[config.mk]
export PLATFORM = sky130hd
export DESIGN_NAME = apb_slave_responder_flat
export DESIGN_NICKNAME = d
export VERILOG_FILES = /design/src/rtl/apb_slave_responder_pkg.sv /design/src/rtl/apb_slave_responder_if.sv /design/src/rtl/apb_slave_mem_array.sv /design/src/rtl/apb_slave_responder.sv /design/src/flat_wrapper.sv
export SDC_FILE = /design/constraint.sdc
export NUM_CORES = 1
export LEC_CHECK = 0
export BUFFER_PORTS_ARGS = -buffer_cell sky130_fd_sc_hd__buf_2
export CORE_ASPECT_RATIO = 1.4
export CORE_UTILIZATION = 25
export CTS_CLUSTER_DIAMETER = 50
export DETAILED_ROUTE_END_ITERATION = 16
export PLACE_DENSITY = 0.4
export SYNTH_ARGS = -nofsm -noshare
export SYNTH_HDL_FRONTEND = slang
export SYNTH_HIERARCHICAL = 1
export SYNTH_SLANG_ARGS = --single-unit
[constraint.sdc]
create_clock -name pclk -period 3.5 [get_ports pclk]
set_input_delay 0.35 -clock pclk [delete_from_list [all_inputs] [get_ports pclk]]
set_output_delay 0.35 -clock pclk [all_outputs]
set_load 0.005 [all_outputs]
[src/rtl/apb_slave_responder_pkg.sv]
// apb_slave_responder_pkg: shared widths and enums for the APB slave responder
// Contents: bus widths, FSM state enum, slave error enum, transfer type enum.
package apb_slave_responder_pkg;
   localparam int ADDRESS_WIDTH = 32;
   localparam int DATA_WIDTH = 32;
   typedef enum logic [1:0] {IDLE, SETUP, ACCESS} operation_states_e;
   typedef enum logic {OKAY = 1'b0, ERROR = 1'b1} slave_error_e;
   typedef enum logic {READ = 1'b0, WRITE = 1'b1} tx_type_e;
endpackage

[src/rtl/apb_slave_responder_if.sv]
// apb_slave_responder_if: APB pin bundle between one master and this slave
// master: drives psel/penable/pwrite/paddr/pwdata/pstrb/pprot, receives pready/prdata/pslverr
// slave: the mirror image of master
interface apb_slave_responder_if
   import apb_slave_responder_pkg::*;
#(
   parameter int ADDRESS_WIDTH = apb_slave_responder_pkg::ADDRESS_WIDTH,
   parameter int DATA_WIDTH = apb_slave_responder_pkg::DATA_WIDTH
);
   logic psel;
   logic penable;
   logic pwrite;
   logic [ADDRESS_WIDTH-1:0] paddr;
   logic [DATA_WIDTH-1:0] pwdata;
   logic [DATA_WIDTH/8-1:0] pstrb;
   logic [2:0] pprot;
   logic pready;
   logic [DATA_WIDTH-1:0] prdata;
   logic pslverr;
   modport master (
      output psel, penable, pwrite, paddr, pwdata, pstrb, pprot,
      input pready, prdata, pslverr
   );
   modport slave (
      input psel, penable, pwrite, paddr, pwdata, pstrb, pprot,
      output pready, prdata, pslverr
   );
endinterface

[src/rtl/apb_slave_mem_array.sv]
// apb_slave_mem_array: byte-strobed register memory, async-reset clear, combinational read
// pclk/preset_n: clock and async active-low reset (clears every word)
// we: per-byte write enable for word waddr, wdata: write data
// raddr/rdata: combinational read port
module apb_slave_mem_array #(
   parameter int DATA_WIDTH = 32,
   parameter int MEM_DEPTH = 16,
   parameter int INDEX_WIDTH = 4
) (
   input logic pclk,
   input logic preset_n,
   input logic [DATA_WIDTH/8-1:0] we,
   input logic [INDEX_WIDTH-1:0] waddr,
   input logic [DATA_WIDTH-1:0] wdata,
   input logic [INDEX_WIDTH-1:0] raddr,
   output logic [DATA_WIDTH-1:0] rdata
);
   logic [DATA_WIDTH-1:0] mem [MEM_DEPTH];
   always_ff @(posedge pclk or negedge preset_n) begin
      if (!preset_n) begin
         for (int w = 0; w < MEM_DEPTH; w++) mem[w] <= '0;
      end else begin
         for (int b = 0; b < DATA_WIDTH/8; b++)
            if (we[b]) mem[waddr][b*8 +: 8] <= wdata[b*8 +: 8];
      end
   end
   assign rdata = mem[raddr];
endmodule

[src/rtl/apb_slave_responder.sv]
// apb_slave_responder: APB slave with byte-strobed memory, wait states and error response
// pclk/preset_n: clock and async active-low reset
// bus: APB slave modport (psel is this slave's pselx bit); outputs are registered
module apb_slave_responder
   import apb_slave_responder_pkg::*;
#(
   parameter int ADDRESS_WIDTH = apb_slave_responder_pkg::ADDRESS_WIDTH,
   parameter int DATA_WIDTH = apb_slave_responder_pkg::DATA_WIDTH,
   parameter int MEM_DEPTH = 16,
   parameter logic [ADDRESS_WIDTH-1:0] BASE_ADDR = '0,
   parameter int WAIT_STATES = 1,
   parameter int SECURE_ONLY = 0
) (
   input logic pclk,
   input logic preset_n,
   apb_slave_responder_if.slave bus
);
   localparam int NB = DATA_WIDTH / 8;
   localparam int LB = $clog2(NB);
   localparam int IW = (MEM_DEPTH > 1) ? $clog2(MEM_DEPTH) : 1;
   // one bit wider than the address so the end of the window cannot wrap
   localparam logic [ADDRESS_WIDTH:0] END_ADDR = {1'b0, BASE_ADDR} + (ADDRESS_WIDTH+1)'(MEM_DEPTH * NB);
   localparam logic [ADDRESS_WIDTH-1:0] LANE_MASK = ADDRESS_WIDTH'(NB - 1);
   operation_states_e state, bus_phase;
   tx_type_e tx_q, r_tx;
   logic err_q, s_err, r_err, start, counting, respond;
   logic [IW-1:0] idx_q, s_idx, r_idx;
   logic [DATA_WIDTH-1:0] wdata_q, mem_rdata;
   logic [NB-1:0] strb_q, mem_we;
   logic [3:0] wait_cnt;
   // a setup phase on the pins always starts a new transfer, aborting any unfinished one
   assign bus_phase = !bus.psel ? IDLE : bus.penable ? ACCESS : SETUP;
   assign start = bus_phase == SETUP;
   assign s_err = bus.paddr < BASE_ADDR || {1'b0, bus.paddr} >= END_ADDR ||
                  (bus.paddr & LANE_MASK) != '0 || (SECURE_ONLY != 0 && bus.pprot[1]);
   assign s_idx = IW'((bus.paddr - BASE_ADDR) >> LB);
   // with no wait states the response is built from the pins at the setup edge itself
   assign r_err = start ? s_err : err_q;
   assign r_tx = start ? tx_type_e'(bus.pwrite) : tx_q;
   assign r_idx = start ? s_idx : idx_q;
   assign counting = state == ACCESS && bus_phase == ACCESS && !bus.pready;
   assign respond = start ? WAIT_STATES == 0 : counting && wait_cnt == 4'd1;
   // memory is written on the edge that ends the pready cycle, only if the master is still there
   assign mem_we = (state == ACCESS && bus.pready && bus_phase == ACCESS && tx_q == WRITE && !err_q) ? strb_q : '0;
   always_ff @(posedge pclk or negedge preset_n) begin
      if (!preset_n) begin
         state <= IDLE;
         wait_cnt <= '0;
         tx_q <= READ;
         err_q <= 1'b0;
         idx_q <= '0;
         wdata_q <= '0;
         strb_q <= '0;
         bus.pready <= 1'b0;
         bus.prdata <= '0;
         bus.pslverr <= OKAY;
      end else begin
         bus.pready <= 1'b0;
         bus.prdata <= '0;
         bus.pslverr <= OKAY;
         if (start) begin
            state <= ACCESS;
            wait_cnt <= 4'(WAIT_STATES);
            tx_q <= r_tx;
            err_q <= s_err;
            idx_q <= s_idx;
            wdata_q <= bus.pwdata;
            strb_q <= bus.pstrb;
         end else if (counting) begin
            wait_cnt <= wait_cnt - 4'd1;
         end else begin
            state <= IDLE;
            wait_cnt <= '0;
         end
         if (respond) begin
            bus.pready <= 1'b1;
            bus.pslverr <= r_err ? ERROR : OKAY;
            bus.prdata <= (r_err || r_tx == WRITE) ? '0 : mem_rdata;
         end
      end
   end
   apb_slave_mem_array #(
      .DATA_WIDTH(DATA_WIDTH),
      .MEM_DEPTH(MEM_DEPTH),
      .INDEX_WIDTH(IW)
   ) u_mem (
      .pclk(pclk),
      .preset_n(preset_n),
      .we(mem_we),
      .waddr(idx_q),
      .wdata(wdata_q),
      .raddr(r_idx),
      .rdata(mem_rdata)
   );
endmodule

[src/flat_wrapper.sv]
// flat-port wrapper written by rule: the top's interface ports become plain ports
module apb_slave_responder_flat import apb_slave_responder_pkg::*;
#(
   parameter int ADDRESS_WIDTH = apb_slave_responder_pkg::ADDRESS_WIDTH,
   parameter int DATA_WIDTH = apb_slave_responder_pkg::DATA_WIDTH,
   parameter int MEM_DEPTH = 16,
   parameter logic [ADDRESS_WIDTH-1:0] BASE_ADDR = '0,
   parameter int WAIT_STATES = 1,
   parameter int SECURE_ONLY = 0
)
  (pclk, preset_n, bus_psel, bus_penable, bus_pwrite, bus_paddr, bus_pwdata, bus_pstrb, bus_pprot, bus_pready, bus_prdata, bus_pslverr);
  apb_slave_responder_if #(.ADDRESS_WIDTH(ADDRESS_WIDTH), .DATA_WIDTH(DATA_WIDTH)) bus_i ();
  input logic pclk;
  input logic preset_n;
  input wire logic [$bits(bus_i.psel)-1:0] bus_psel;
  input wire logic [$bits(bus_i.penable)-1:0] bus_penable;
  input wire logic [$bits(bus_i.pwrite)-1:0] bus_pwrite;
  input wire logic [$bits(bus_i.paddr)-1:0] bus_paddr;
  input wire logic [$bits(bus_i.pwdata)-1:0] bus_pwdata;
  input wire logic [$bits(bus_i.pstrb)-1:0] bus_pstrb;
  input wire logic [$bits(bus_i.pprot)-1:0] bus_pprot;
  output wire logic [$bits(bus_i.pready)-1:0] bus_pready;
  output wire logic [$bits(bus_i.prdata)-1:0] bus_prdata;
  output wire logic [$bits(bus_i.pslverr)-1:0] bus_pslverr;
  assign bus_i.psel = bus_psel;
  assign bus_i.penable = bus_penable;
  assign bus_i.pwrite = bus_pwrite;
  assign bus_i.paddr = bus_paddr;
  assign bus_i.pwdata = bus_pwdata;
  assign bus_i.pstrb = bus_pstrb;
  assign bus_i.pprot = bus_pprot;
  assign bus_pready = bus_i.pready;
  assign bus_prdata = bus_i.prdata;
  assign bus_pslverr = bus_i.pslverr;
  apb_slave_responder #(.ADDRESS_WIDTH(ADDRESS_WIDTH), .DATA_WIDTH(DATA_WIDTH), .MEM_DEPTH(MEM_DEPTH), .BASE_ADDR(BASE_ADDR), .WAIT_STATES(WAIT_STATES), .SECURE_ONLY(SECURE_ONLY)) u_core (.pclk(pclk), .preset_n(preset_n), .bus(bus_i));
endmodule
==> summary.md <==
| Metric | Value |
|---|---|
| Largest cells by area after synthesis | dfrtp_1, mux2_2, mux4_2, nand2_1, nor2_4 |
| Gate Count Post-Synth | 1,715 |
| Fmax | 377 MHz |
| First-pass GRT wire length | 109,000 um |
| Post-synthesis mux area share | 32.7% |
| Dpl ws | 0.545 ns |
| Flop2flop setup slack | 0.85 ns |
| Logic pwr share | 7.1% |
| RR Startpoint | u_core/err_q$_DFF_PN0_ |
| Clk buf depth | 3 |
| Die area | 0.107 mm^2 |
| Critical Path Sink | u_core/u_mem/mem[435]$_DFFE_PN0P_ |
| Clk pwr share | 45.7% |
| Dpl hpwl | 46,400 um |
| Critical path launch point type | flip-flop |
| 1st-pass router iterations | 4 |
| Tot GR Track Use | 13.5% |
| # setup viols final | 0 |
| Worst R2R End | u_core/u_mem/mem[435]$_DFFE_PN0P_ |
| Min Tclk post-route | 2.65 ns |
| Worst setup path class | flip-flop to flip-flop |
| YS warnings | 6 |
| Slew headroom | 41.3% |
| Die W | 277 um |
| Post-Route WL | 70,600 um |
| # IOs | 110 |
| Sequential Area | 0.0148 mm^2 |
| Worst setup EP type | flip-flop |
| Row cnt | 140 |
| Fillers | 10.3k |
| Pin count of the biggest net entering global routing | 92 |
| Largest family of logic cells by synthesized area | multiplexers |
| Syn_area_per_cell | 15.4 um^2 |
| Clock slew at reported path FFs | 0.06 ns |
| Switching Power | 3.82 mW |
| Die height | 387 um |
| Final worst setup slack | 0.848 ns |
| P_leak | 14.9 nW |
| Via count | 15.0k |
| P_int | 11.3 mW |
| Finished Layout Cells | 3,262 |
| Synth Area in Adders | 0.0944% |
| Synth Area in XOR/XNOR | 0.0661% |
| Placer Congestion | 0.710 |
| Post-synthesis compound-gate area fraction | 1.86% |
| Remaining antenna violation count after routing | 0 |
| Syn Nets | 1,793 |
| # diodes | 0 |
| Sw frac | 25.2% |
| HP Class | primary input to flip-flop |
| Status | completed |
| Cell area after synthesis | 0.0265 mm^2 |
| Flop pwr share | 47.2% |
| PortBufs | 106 |
| Max-Cap Viols | 0 |
| Clk Latency, worst-skew pair | 0.63 ns |
| CTS buffer count | 66 |
| H-Tree Depth | 3 |
| Max Slew Vio Count | 0 |
| Post-placement cell count | 3,107 |
| Routed len/inst | 21.6 um |
| CTS tree | done |
| P per Cell Area | 484 mW/mm^2 |
| DRC | 0 |
| Nets | 1,941 |
| Starting Density | 25.3% |
| Multi-input gate area | 0.0112 mm^2 |
| Worst EP arrival | 3.15 ns |
| Simple-gate share of the synthesized area | 7.43% |
| 1st-iter DRT viols | 781 |
| Area grow syn2layout | 18.3% |
| Vias in the first global route | 16.8k |
| Via density | 4.60 |
| Worst ir drop on vdd | 0.319 mV |
| Clock sink count | 593 |
| Leading area contributor after synthesis | dfrtp_1 |
| Core Region | 0.105 mm^2 |
| Clock root cell | clkbuf_16 |
| Initial antenna violation count | 1 |
| Global route total overflow | 0 |
| Final Skew | 0.0233 ns |
| Post-route setup TNS | 0 ns |
| Unrepaired setup endpoints after global routing | no |
| Final hold viol count | 0 |
| Required time of the critical path | 4.00 ns |
| Synthesis-stage register bit count | 593 |
| Post-synth top area share | 56.0% |
| Post-cts gate resize count | 0 |
| Worst setup startpoint | u_core/err_q$_DFF_PN0_ |
| Critical path peak fanout | 8 |
| Worst-Margin Slew | 0.880 ns |
| Period utilisation layout | 75.8% |
| Register area share after synthesis | 56.0% |
| Worst Reg-to-Reg Cells | 5 |
| Distinct cell type count of the synthesized netlist | 37 |
| Layout cells sized above 1 | 49.7% |
[worst min path at each step]
stage / start / endpoint / cells past startpoint
3_5_place_dp: preset_n / u_core/u_mem/mem[19]$_DFFE_PN0P_ / 1
4_1_cts: bus_paddr[4] / u_core/idx_q[2]$_DFF_PN0_ / 4
3_3_place_gp: preset_n / u_core/u_mem/mem[51]$_DFFE_PN0P_ / 1
2_1_floorplan: preset_n / u_core/bus.prdata[0]$_DFF_PN0_ / 0
5_1_grt: bus_paddr[4] / u_core/idx_q[2]$_DFF_PN0_ / 4
6_report: bus_paddr[4] / u_core/idx_q[2]$_DFF_PN0_ / 4
[area by class of cell]
type                       count  area share (%)
sequential                   593            47.3
multi-input combinational   1012            35.8
clock buffer                 102            6.35
tap                         1349            5.39
timing repair buffer         186            4.58
clock inverter                16           0.467
inverter                       4          0.0479
[critical path, stage by stage, from the launching register on]
cell,delay [ns]
dfrtp_1,0.41
nor3_1,0.35
and2_1,0.57
nor3b_2,0.39
nand2_1,0.41
mux2_2,0.41
[per-layer routing]
metal  global-route usage [%]  vias to the layer above  wire [um]
li1                         -                     6639          -
met1                     16.7                     7998      29900
met4                     4.85                        0       1880
met3                     2.52                      101       2760
met5                        0                        -          0
met2                     23.4                      261      36100
[sequential cells by signal, summed over array words and instances (netlist names)]
signal,cells
u_core/strb_q,4
u_core/bus.prdata,32
u_core/tx_q,1
u_core/state,1
u_core/bus.pslverr,1
u_core/wdata_q,32
u_core/idx_q,4
u_core/bus.pready,1
u_core/err_q,1
u_core/wait_cnt,4
u_core/u_mem/mem,512
[repair_timing]
action / 4_1_cts / 5_1_grt
hold buffers: 37 / 0
hold endpoints to repair: 109 / 0
buffers inserted: 0 / 0
[cell usage after synthesis, drive strengths merged]
| master | n |
|---|---|
| ha | 2 |
| clkbuf | 79 |
| or2 | 2 |
| xnor2 | 2 |
| inv | 4 |
| mux2 | 512 |
| nand4 | 2 |
| buf | 27 |
| o22ai | 1 |
| and4 | 32 |
| nor3b | 4 |
| and2b | 1 |
| a22oi | 64 |
| nor4 | 7 |
| nand2b | 2 |
| mux2i | 1 |
| and2 | 5 |
| nand3b | 8 |
| or2b | 1 |
| nor2b | 5 |
| mux4 | 128 |
| nand2 | 167 |
| dfrtp | 593 |
| nand3 | 9 |
| nor3 | 2 |
| nor4b | 1 |
| o21ai | 1 |
| nor2 | 53 |
[cell families (layout without fill, tap and decap cells)]
group                    count (synthesis)  count (layout)
AO/OA/AOI/OAI                           66              66
XOR/XNOR                                 2               2
buffers and inverters                  110             308
AND/OR/NAND/NOR                        301             301
flip-flops                             593             593
multiplexers                           641             641
adder cells (fa/ha/maj)                  2               2
[cells in the final DEF (no fill, tap or decap), types with 3 or more instances in the layout]
master         Yosys  layout
dfrtp_1          593     593
mux2_2           490     490
nand2_1          167     165
mux4_2           128     128
buf_2             15     105
clkbuf_16          0      69
a22oi_1           64      64
nor2_4            48      49
dlygate4sd3_1      0      37
and4_1            28      28
buf_4              7      27
mux2_1            22      22
clkbuf_1          79      19
buf_12             0      16
clkbuf_8           0      14
clkinv_2           0       9
nor4_1             7       7
nand3b_4           6       6
inv_1              4       4
and4_2             4       4
and2_1             5       4
nor2_1             5       4
nor3b_2            4       4
nand3_4            4       4
inv_6              0       3
nand3_1            3       3
nor2b_1            5       3
[power by group through the flow]
stage	Combinational [mW]	Clock (mW)	Sequential (mW)
after floorplan	0.639	0	7.11
after global placement	1.08	0	7.27
after detailed placement	1.09	0	7.28
after CTS	1.13	7.25	7.15
after global routing	1.18	7.51	7.18
final	1.08	6.93	7.15
[per-stage QoR]
stage / power, mW / hold WS, ns / cell area [um^2] / utilization [%]
5_1_grt: 15.9 / 0.183 / 31300 / 30.0
3_5_place_dp: 8.37 / 0.434 / 28800 / 27.6
6_report: 15.2 / 0.167 / 31300 / 30.0
3_3_place_gp: 8.35 / 0.418 / 28800 / 27.6
4_1_cts: 15.5 / 0.107 / 31300 / 30.0
2_1_floorplan: 7.75 / 0.0544 / 26500 / -
(Power assumes the default switching activity.)
